## src/rtl/jt12_eg_rate_step.sv

```systemverilog
// jt12_eg_rate_step
// Upstream stage of the envelope-generator attenuation step. It holds the
// global EG counter with its divide-by-3 sample prescaler. For each operator
// slot it forms the effective 6-bit rate from the base rate plus key scaling,
// and from that rate and the counter it derives step and sum_up.
// The slot path is a two-stage pipeline that advances only on clk_en.
// Optional build macro: JT12_EG_FAST_CNT_EN bypasses the prescaler, so the
// counter advances on every sample. It is used only to shorten simulations.
module jt12_eg_rate_step #(
  parameter int CNT_W = 15
) (
  input  logic             clk,
  input  logic             rst,
  input  logic             clk_en,
  input  logic             zero,
  input  logic [4:0]       base_rate,
  input  logic [4:0]       keycode,
  input  logic [1:0]       ks,
  input  logic             attack_in,
  output logic [4:0]       rate,
  output logic             step,
  output logic             sum_up,
  output logic             attack,
  output logic [CNT_W-1:0] eg_cnt
);

  // Sample-rate bookkeeping
  logic [1:0] div3;
  logic       tick;

  // Stage-1 registers
  logic [5:0] r1_q;
  logic       attack_s1;

  // Stage-1 combinational terms
  logic [6:0] ks_add;
  logic [6:0] r1_sum;
  logic [5:0] r1_next;

  // Stage-2 combinational terms
  logic [3:0] sh;
  logic [2:0] sel;
  logic       aligned;
  logic [7:0] row;
  logic       rate_nz;
  logic       step_next;
  logic       sum_up_next;

  // The counter advances once every three samples, or on every sample in the fast build
  always_ff @(posedge clk) begin
    if (rst) begin
      div3   <= 2'd0;
      tick   <= 1'b0;
      eg_cnt <= '0;
    end else if (clk_en && zero) begin
`ifdef JT12_EG_FAST_CNT_EN
      div3   <= 2'd0;
      tick   <= 1'b1;
      eg_cnt <= eg_cnt + 1'b1;
`else
      if (div3 == 2'd2) begin
        div3   <= 2'd0;
        tick   <= 1'b1;
        eg_cnt <= eg_cnt + 1'b1;
      end else begin
        div3   <= div3 + 2'd1;
        tick   <= 1'b0;
      end
`endif
    end
  end

  // Effective rate: base rate doubled plus the keycode scaled by ks, saturated at 63
  always_comb begin
    ks_add  = {2'b00, keycode >> (2'd3 - ks)};
    r1_sum  = {1'b0, base_rate, 1'b0} + ks_add;
    r1_next = 6'd0;
    if (base_rate != 5'd0) begin
      if (r1_sum > 7'd63) r1_next = 6'd63;
      else                r1_next = r1_sum[5:0];
    end
  end

  // Stage 1 captures the effective rate and attack flag for the current slot
  always_ff @(posedge clk) begin
    if (rst) begin
      r1_q      <= 6'd0;
      attack_s1 <= 1'b0;
    end else if (clk_en) begin
      r1_q      <= r1_next;
      attack_s1 <= attack_in;
    end
  end

  // The high rate bits pick which counter window is used; the low bits pick the step pattern
  always_comb begin
    if (r1_q[5:2] >= 4'd12) sh = 4'd0;
    else                    sh = 4'd11 - r1_q[5:2];
    sel     = eg_cnt[sh +: 3];
    aligned = ((eg_cnt & ~({CNT_W{1'b1}} << sh)) == '0);
    case (r1_q[1:0])
      2'b00:   row = 8'b1010_1010;
      2'b01:   row = 8'b1110_1010;
      2'b10:   row = 8'b1110_1110;
      default: row = 8'b1111_1110;
    endcase
    rate_nz     = (r1_q[5:1] != 5'd0);
    step_next   = rate_nz & row[sel];
    sum_up_next = tick & aligned & rate_nz;
  end

  // Stage 2 registers the outputs and uses the counter value from before any same-edge increment
  always_ff @(posedge clk) begin
    if (rst) begin
      rate   <= 5'd0;
      step   <= 1'b0;
      sum_up <= 1'b0;
      attack <= 1'b0;
    end else if (clk_en) begin
      rate   <= r1_q[5:1];
      step   <= step_next;
      sum_up <= sum_up_next;
      attack <= attack_s1;
    end
  end

endmodule
```

## config.mk

```make
export PLATFORM = sky130hd
export DESIGN_NAME = jt12_eg_rate_step
export DESIGN_NICKNAME = d
export VERILOG_FILES = /design/src/rtl/jt12_eg_rate_step.sv
export SDC_FILE = /design/constraint.sdc
export NUM_CORES = 1
export LEC_CHECK = 0
export CORE_MARGIN = 3
export CORE_UTILIZATION = 53
export DETAILED_ROUTE_END_ITERATION = 16
export PLACE_DENSITY = 0.81
export SYNTH_ARGS = -nofsm -noshare
export SYNTH_HDL_FRONTEND = slang
export SYNTH_SLANG_ARGS = --single-unit
export TNS_END_PERCENT = 50
```

## constraint.sdc

```tcl
create_clock -name clk -period 3.4 [get_ports clk]
set_input_delay 0.85 -clock clk [delete_from_list [all_inputs] [get_ports clk]]
set_output_delay 0.85 -clock clk [all_outputs]
set_load 0.02 [all_outputs]
```

* After elaboration in Yosys (flattened, before gate mapping) *
Cells that the tools add are included.

operators by class
  add/subtract/negate cells = 5
  $lt $le $gt $ge = 3
  eq/ne operators = 3
  shifts and indexed selects = 3
  muxes and demuxes = 8
  bitwise logic cells = 5
  reductions and logical operators = 6

operators by type and width
  operator                                                                number
  7-bit one-hot mux with 3 select lines                                   1
  15-bit by 1-bit adder with 15-bit output (second input constant)        1
  15-bit AND                                                              1
  15-bit zero test                                                        1
  15-bit inverter                                                         1
  15-bit by 5-bit indexed part select with 3-bit output                   1
  15-bit by 4-bit << shifter with 15-bit output (first input constant)    1
  6-bit 2-to-1 mux                                                        2
  5-bit nonzero test                                                      2
  6-bit by 5-bit adder with 7-bit output                                  1
  7-bit by 6-bit > comparator with 1-bit output (second input constant)   1
  5-bit by 2-bit >> shifter with 5-bit output                             1
  2-bit equality test (second input constant)                             2
  4-bit greater-or-equal comparator (second input constant)               1
  3-bit by 4-bit < comparator with 1-bit output (second input constant)   1
  4-bit 2-to-1 mux                                                        1
  4-bit subtractor (first input constant)                                 1
  1-bit AND                                                               3
  1-bit binary-select mux with 3-bit select                               1
  2-bit by 1-bit adder with 2-bit output (second input constant)          1
  2-bit by 1-bit equality test with 1-bit output (second input constant)  1
  2-bit zero test                                                         1
  1-bit 2-to-1 mux                                                        2
  2-bit 2-to-1 mux                                                        1
  3 further kinds                                                         3

storage, ports and cells
  flip-flop bits (word level) = 33
  output and inout bits = 23
  word-level logic and storage cells = 42

* Depth between registers and ports, before layout *
Gate-level depths: netlist of run 1.

  depth in word-level cells = 8
  gate-level depth with buffers = 10

* Worst setup path before layout of run 1 *
Ideal clock, no wire load.

  path type = input to register
  start point = input port ks[0]
  end point = register r1_q[5]
  arrival = 2517 ps
  required time = 3266 ps
  setup slack = 750 ps
  stages on the path = 10
  path buffers = 1
  path through = clkbuf_1 mux2i_1 mux2i_1 ha_1 fa_1 a21o_1 o21ai_0 a21oi_1 o21bai_1 a21oi_1

between the ends
  cells in the longest elaborated chain, start to end = 6

ends and longest elaborated chain
  element                                          line  text
  from (decl)                                      18    input logic [1:0] ks,
  2-bit subtractor (*)                             75    ks_add = {2'b00, keycode >> (2'd3 - ks)};
  5-bit by 2-bit >> shifter with 5-bit output (*)  75
  6-bit by 5-bit adder with 7-bit output (*)       76    r1_sum = {1'b0, base_rate, 1'b0} + ks_add;
  7-bit by 6-bit > comparator with 1-bit output    79    if (r1_sum > 7'd63) r1_next = 6'd63;
  6-bit 2-to-1 mux (*)                             79
  6-bit 2-to-1 mux (*)                             78    if (base_rate != 5'd0) begin
  to (signal assigned)                             90    r1_q <= r1_next;
  to (decl)                                        32    logic [5:0] r1_q;

Every way passes the cells marked *; elsewhere a longest branch is shown, timed or not.
A chain may end at the register's enable or synchronous reset.

* Final worst setup path of run 1 *
Ends and elaborated chain as after synthesis.

==> results of run 1 <==
metal layers:
layer / share of wire, % / track usage (%)
met1: 46 / 30.2
met3: 5.1 / 4.89
met5: 0 / 0
met4: 0.78 / 5.32
met2: 48 / 33.2
cell type report:
type / count / share of cell area [%]
clock inverter: 2 / 1.39
sequential: 33 / 24.5
tap: 48 / 2.22
inverter: 15 / 2.08
multi-input combinational: 193 / 51.5
timing repair buffer: 42 / 15.3
clock buffer: 6 / 3.06
where the power goes:
part | total, µW | leakage (µW) | internal [µW] | switching [µW]
clock network | 386 | 0.0000574 | 238 | 148
registers | 425 | 0.000268 | 399 | 26.1
logic | 178 | 0.000661 | 89.3 | 88.8
total | 990 | 0.000986 | 727 | 263
final timing paths:
path | from | end | slack (ns) | cells after the start
hold / removal | rate[2]$_SDFFE_PP0P_ | rate[2]$_SDFFE_PP0P_ | 0.51 | 2
hold reg to reg | rate[2]$_SDFFE_PP0P_ | rate[2]$_SDFFE_PP0P_ | 0.51 | 2
setup reg to reg | r1_q[2]$_SDFFE_PP0P_ | step$_SDFFE_PP0P_ | 1.36 | 5
setup / recovery | ks[0] | r1_q[5]$_SDFFE_PP0P_ | 0.54 | 10
synthesized netlist by cell type (all sizes together) (5+ instances only):
library cell / number / area, µm²
nor2b: 6 / 37.5
ha: 5 / 62.6
inv: 14 / 52.6
a21oi: 23 / 115
dfxtp: 33 / 661
nand2: 15 / 56.3
buf: 8 / 56.3
or3: 6 / 37.5
nor2: 32 / 120
clkbuf: 11 / 41.3
nand4: 7 / 80.1
a221oi: 5 / 43.8
o21ai: 9 / 48.8
nor3: 7 / 45.0
mux2i: 24 / 240
xnor2: 8 / 70.1
state kept, by name (all words and copies together) (netlist names):
register	flops
r1_q	6
sum_up	1
rate	5
tick	1
step	1
attack_s1	1
eg_cnt	15
attack	1
div3	2
kinds of logic after synthesis:
logic type | after synthesis
simple gates | 89
fa+ha+maj | 6
xor+xnor | 11
compound gates | 61
buf+inv | 34
flops | 33
mux | 26
cell usage in the layout (no fill, tap or decap), types with 3 or more instances in the layout:
cell type and n:
or3_1 6, clkbuf_8 6, a221oi_1 5, nand2_1 15
mux2i_1 24, nand4_1 4, xor2_1 3, nor2_1 32
ha_1 5, nand2b_1 3, xnor2_1 8, inv_1 13
clkdlybuf4s50_1 39, a21oi_1 23, dfxtp_1 33, nor3_1 5
buf_4 3, o21ai_0 8, nor2b_1 6, nand3_1 3
nor3b_1 3
through the flow:
step	hold slack [ns]	utilization [%]	power [µW]
3_3_place_gp	0.478	67.5	608
5_1_grt	0.527	70.6	1030
3_5_place_dp	0.491	67.5	612
2_1_floorplan	0.457	-	560
6_report	0.507	70.6	990
4_1_cts	0.508	70.6	996
worst reg2reg max path, cell delays in order, from the launching register on:
cell,delay [ns]
dfxtp_1,0.88
nor2_1,0.20
a211o_1,0.36
a211oi_2,0.21
o2bb2a_4,0.19
o221ai_2,0.13
==> metrics.md, run 1 <==
| Metric | Value |
|---|---|
| Design area | about 2700 µm² |
| Cell total after placement | about 330 |
| Crit path cell chain | clkdlybuf4s50_1, mux2i_1, mux2i_1, ha_1, fa_1, a21o_1, o21ai_0, a21oi_1, o21bai_1, a21oi_1 |
| Crit path capture type | flop |
| Ys async rst share | 0% |
| Routed length per placed instance | 14.8 µm |
| # IOs | 40 |
| Clock skew | 0.00494 ns |
| Diode count | 0 |
| Post-Place Cell Area | 2580 µm² |
| Clk_lat worst skew | 0.29 ns |
| Post-Syn Area per Cell | 8.48 µm² |
| Final setup viols | 0 |
| DRT Wirelength | 5.01 mm |
| Max VDD drop | between 300 and 400 µV |
| Post-synthesis mux area share | 12.9% |
| Global route overflow | 0 |
| Worst hold path type | flop to flop |
| Register area share after synthesis | 29.9% |
| Largest net degree at the start of global routing | 35 |
| Post-Synth Adder-Cell Area | around 3.7% |
| Max-slew violation count | 0 |
| CTS H-tree lvls | 2 |
| DIE AREA | 4970 µm² |
| Place WS | 0.253 ns |
| Startpoint Class | primary input |
| HPWL after DPL | 3.57 mm |
| Minimum clock period | 2.86 ns |
| Fillers | 306 |
| Post-synthesis simple-gate area fraction | approximately 22% |
| First-pass GRT wire length | 8.94 mm |
| Hold violation total from the final report | 0 |
| YS warnings | 0 |
| Post-route insts no fill | 339 |
| Starting Density | slightly below 60% |
| Final period util | 84.1% |
| Layout cells sized above 1 | 8.59% |
| FF+latch count, synth | 33 |
| Layout area overhead | 22.5% |
| Fin worst setup slack | 0.541 ns |
| IO Port Bufs | 39 |
| Largest family of logic cells by synthesized area | simple AND/OR/NAND/NOR gates |
| Post-synthesis xor/xnor area fraction | 4.37% |
| Area of the multi-input gates | around 1400 µm² |
| Worst Path Required | 3.57 ns |
| CTS Hold Bufs | 0 |
| Die W | 70.5 µm |
| Primary FF master, synth | dfxtp_1 |
| Clk buf depth | 2 |
| Nets | between 300 and 400 |
| Delay-heaviest family, CP | adder cells |
| Vias | 2015 |
| Number of global-route vias before repair | 1945 |
| TritonCTS clock tree | done |
| Outcome | completed |
| Die Y | 70.5 µm |
| CP peak stage delay | roughly 0.63 ns |
| Compound-Gate Fraction of Synth Area | about a fifth |
| FMAX | ~0.35 GHz |
| Worst-Margin Slew | between 0.8 and 0.9 ns |
| DRC Markers | 0 |
| CP arrival | 3.02 ns |
| Clock buffer count from CTS | 5 |
| Synth unique cells | 54 |
| Root buf cell | clkbuf_8 |
| Setup TNS | 0 ns |
| Max Cap Violations | 0 |
| Crit Path Category | primary input to flop |
| Post-synth net total | approximately 280 |
| Antenna violations before repair | 0 |
| Worst Path Max Fanout | 6 |
| Core Rows | 22 |
| Sequential cell area | 661 µm² |
| Gr usage total | between 20 and 25% |
| Core area | 3830 µm² |
| RSZ-0062 raised after global routing | no |
| Pwr/cell area | 366 nW/µm² |
| Max-slew headroom | 43.1% |
| Buffers & Inverters on Critical Path | 1 |
| Crit path max-delay cell type | clkdlybuf4s50_1 |
| Drt via density | 5.94 |
| Routed Antenna Nets | 0 |
| Starting DRT DRC Count | 161 |
| Number of flops mapped to enable cells by yosys | 0 |
| First-pass DRT Iterations | 4 |
| Clk pin slew, worst setup/hold paths | 0.07 ns |
| CTS Sinks | 33 |
| Static leakage | 0.000986 µW |
| Post-CTS setup buffers | 0 |
| Mapped Area | 2210 µm² |
| Cts repair resizes | 0 |
| Mapped Cells | 260 |
| Routability congestion estimate | 0.953 |
(Power assumes the default switching activity.)
==> run 2: changes to the inputs <==
clock period = 2.93 ns   (was 3.4 ns; I/O delays follow)
==> run 2 against run 1 <==
  * Die area unchanged
  * Final area grew 0.56%
  * Global-route usage decreased by 0.77 points
  * Highest routed layer unchanged
  * Critical path depth is the same
  * Clock power increased by 19%
==> metrics.md, run 2 (synthesized netlist as in run 1, its figures left out) <==
| Metric | Value |
|---|---|
| Clock buffer count from CTS | 5 (unchanged) |
| Post-Place Cell Area | 2600 µm² (+0.58%) |
| Die Y | 70.5 µm (unchanged) |
| Worst Path Max Fanout | 5 (-1) |
| Max Cap Violations | 0 (unchanged) |
| Sw frac | 27.3% (+0.76 points) |
| Combinational power share | 17.9% (about the same) |
| Commonest non-fill, non-tap cells in the layout | clkdlybuf4s50_1, dfxtp_1, nor2_1 |
| R2R Setup Slk | 0.87 ns (-0.49 ns) |
| Reg2reg end | step$_SDFFE_PP0P_ |
| # IOs | 40 (unchanged) |
| Hold slack | 0.496 ns (-0.0111 ns) |
| Crit path max-delay cell type | clkdlybuf4s50_1 |
| Net Switching | 318 µW (+21%) |
| Flop pwr share | 42.7% (-0.3 points) |
| Crit Path Category | primary input to flop |
| Clk_lat worst skew | 0.29 ns (about the same) |
| Number of global-route vias before repair | 1823 (-6.3%) |
| CTS Hold Bufs | 0 (unchanged) |
| Buffers & Inverters on Critical Path | 2 (+1) |
| Routed Antenna Nets | 0 (unchanged) |
| Fillers | 310 (+1.3%) |
| Post-CTS setup buffers | 0 (unchanged) |
| Pwr/cell area | 428 nW/µm² (+17%) |
| First-pass DRT Iterations | 4 (unchanged) |
| Leading cell type in the layout, fill and taps excluded | clkdlybuf4s50_1 |
| Clock share of power | 39.5% (+0.5 points) |
| CP arrival | 2.95 ns (-0.07 ns) |
| Gr usage total | 20.7% (-0.77 points) |
| FMAX | 0.367 GHz |
| Core Rows | 22 (unchanged) |
| Worst Setup EP | r1_q[4]$_SDFFE_PP0P_ |
| Launch point of the worst path | ks[0] |
| Root buf cell | clkbuf_8 |
| Largest regs | eg_cnt x15, r1_q x6, rate x5 |
| Clk pin slew, worst setup/hold paths | 0.07 ns (about the same) |
| Core area | 3830 µm² (unchanged) |
| Layout area overhead | 23.1% |
| DRT Wirelength | 5.13 mm (+2.4%) |
| Reg2Reg Depth | 5 (unchanged) |
| Crit path capture type | flop |
| Minimum clock period | 2.72 ns |
| Hold violation total from the final report | 0 (unchanged) |
| Startpoint Class | primary input |
| Die W | 70.5 µm (unchanged) |
| Vias | 2018 (+0.15%) |
| Cts repair resizes | 0 (unchanged) |
| Worst Path Required | 3.15 ns (-0.42 ns) |
| Final period util | 93.0% |
| Clk buf depth | 2 (unchanged) |
| Starting DRT DRC Count | 144 (-11%) |
| Layout cells sized above 1 | 9.22% (+0.62 points) |
| Max-slew headroom | 41.9% (-1.2 points) |
| HPWL after DPL | 3.52 mm (-1.2%) |
| Clock skew | 0.00691 ns (+0.00197 ns) |
| Antenna violations before repair | 0 (unchanged) |
| Routed length per placed instance | 15.1 µm (+1.8%) |
| First-pass GRT wire length | 8.30 mm (-7.1%) |
| Worst-Margin Slew | 0.870 ns (+0.0174 ns) |
| Starting Density | 57.7% (unchanged) |
| Biggest register | eg_cnt |
| Max-slew violation count | 0 (unchanged) |
| Outcome | completed |
| Diode count | 0 (unchanged) |
| CTS H-tree lvls | 2 (unchanged) |
| Critical Path Most Common Cell | a21oi_1 |
| IO Port Bufs | 39 (unchanged) |
| Core Util, Final | 71.0% (+0.39 points) |
| Routability congestion estimate | 0.936 (-1.8%) |
| Static leakage | 0.000996 µW (+0.97%) |
| Drt via density | 5.92 (-0.44%) |
| Final setup viols | 0 (unchanged) |
| Design area | 2720 µm² (+0.56%) |
| Delay-heaviest family, CP | compound AO/OA/AOI/OAI gates |
| TritonCTS clock tree | done |
| CTS Sinks | 33 (unchanged) |
| Crit. path cell count | 10 (unchanged) |
| DRC Markers | 0 (unchanged) |
| RSZ-0062 raised after global routing | no |
| Largest net degree at the start of global routing | 35 (unchanged) |
| Max VDD drop | 328 µV (+9.2%) |
| Nets | 315 (+0.64%) |
| Max FFs per register | 15 (unchanged) |
| Global route overflow | 0 (unchanged) |
| Crit path cell chain | clkdlybuf4s50_1, buf_4, a21oi_1, a21oi_1, ha_1, a21o_1, a21oi_1, nor2_1, a221o_1, a21oi_1 |
| R2R Path Start | r1_q[2]$_SDFFE_PP0P_ |
| Worst hold path type | flop to flop |
| Int Pwr | 845 µW (+16%) |
| CP peak stage delay | 0.59 ns (-0.04 ns) |
| DIE AREA | 4970 µm² (unchanged) |
-- run 2: metrics by stage --
stage,total power [µW],worst slack [ns],TNS [ns],cells
after floorplan,650,0.397,0,260
after global placement,707,-0.0102,-0.0102,333
after detailed placement,711,-0.0832,-0.218,333
after CTS,1170,0.201,0,341
after global routing,1210,0.0580,0,341
final,1160,0.205,0,341
-- run 2: layout make-up --
cell class | count | area, µm² | share of cell area, %
Clock buffer | 6 | 82.6 | 3.04
Multi-Input combinational cell | 193 | 1390 | 51.2
Timing Repair Buffer | 44 | 428 | 15.8
Clock inverter | 2 | 37.5 | 1.38
Sequential cell | 33 | 661 | 24.3
Tap cell | 48 | 60.1 | 2.21
Inverter | 15 | 56.3 | 2.07
-- run 2: how the worst min path moves through the flow --
| stage | cells after the start | slack, ns | start | endpoint |
|---|---|---|---|---|
| after floorplan | 2 | 0.46 | tick$_SDFFE_PP0P_ | tick$_SDFFE_PP0P_ |
| after global routing | 2 | 0.53 | rate[1]$_SDFFE_PP0P_ | rate[1]$_SDFFE_PP0P_ |
| final | 2 | 0.50 | rate[1]$_SDFFE_PP0P_ | rate[1]$_SDFFE_PP0P_ |
| after detailed placement | 2 | 0.49 | attack_s1$_SDFFE_PP0P_ | attack_s1$_SDFFE_PP0P_ |
| after CTS | 2 | 0.50 | rate[1]$_SDFFE_PP0P_ | rate[1]$_SDFFE_PP0P_ |
| after global placement | 2 | 0.48 | rate[2]$_SDFFE_PP0P_ | rate[2]$_SDFFE_PP0P_ |
-- run 2: power by group through the flow --
stage	logic, µW	registers [µW]	clock network [µW]
final	208	496	459
after global routing	228	500	479
after CTS	208	495	462
after detailed placement	206	505	0
after global placement	202	505	0
after floorplan	161	489	0
-- run 2: tightest hold or removal path, delay by kind of cell, from the launching register on --
kind	cells	cell delay (ns)
and+or+nand+nor	1	0.07
DFF	1	0.33
muxes	1	0.06
-- run 2: routing by layer --
metal,track usage (%),part of all wire [%],vias to the layer above
li1,-,-,997
met1,27.6,45,944
met2,32.0,47,73
met3,4.60,7.6,4
met4,8.94,1.1,0
met5,0,0,-
==> run 3: changes to the inputs <==
CAP_MARGIN = 0   (was default)
==> results of run 3 <==
Same layout as run 2: the final DEF is identical, and so are final timing and power.
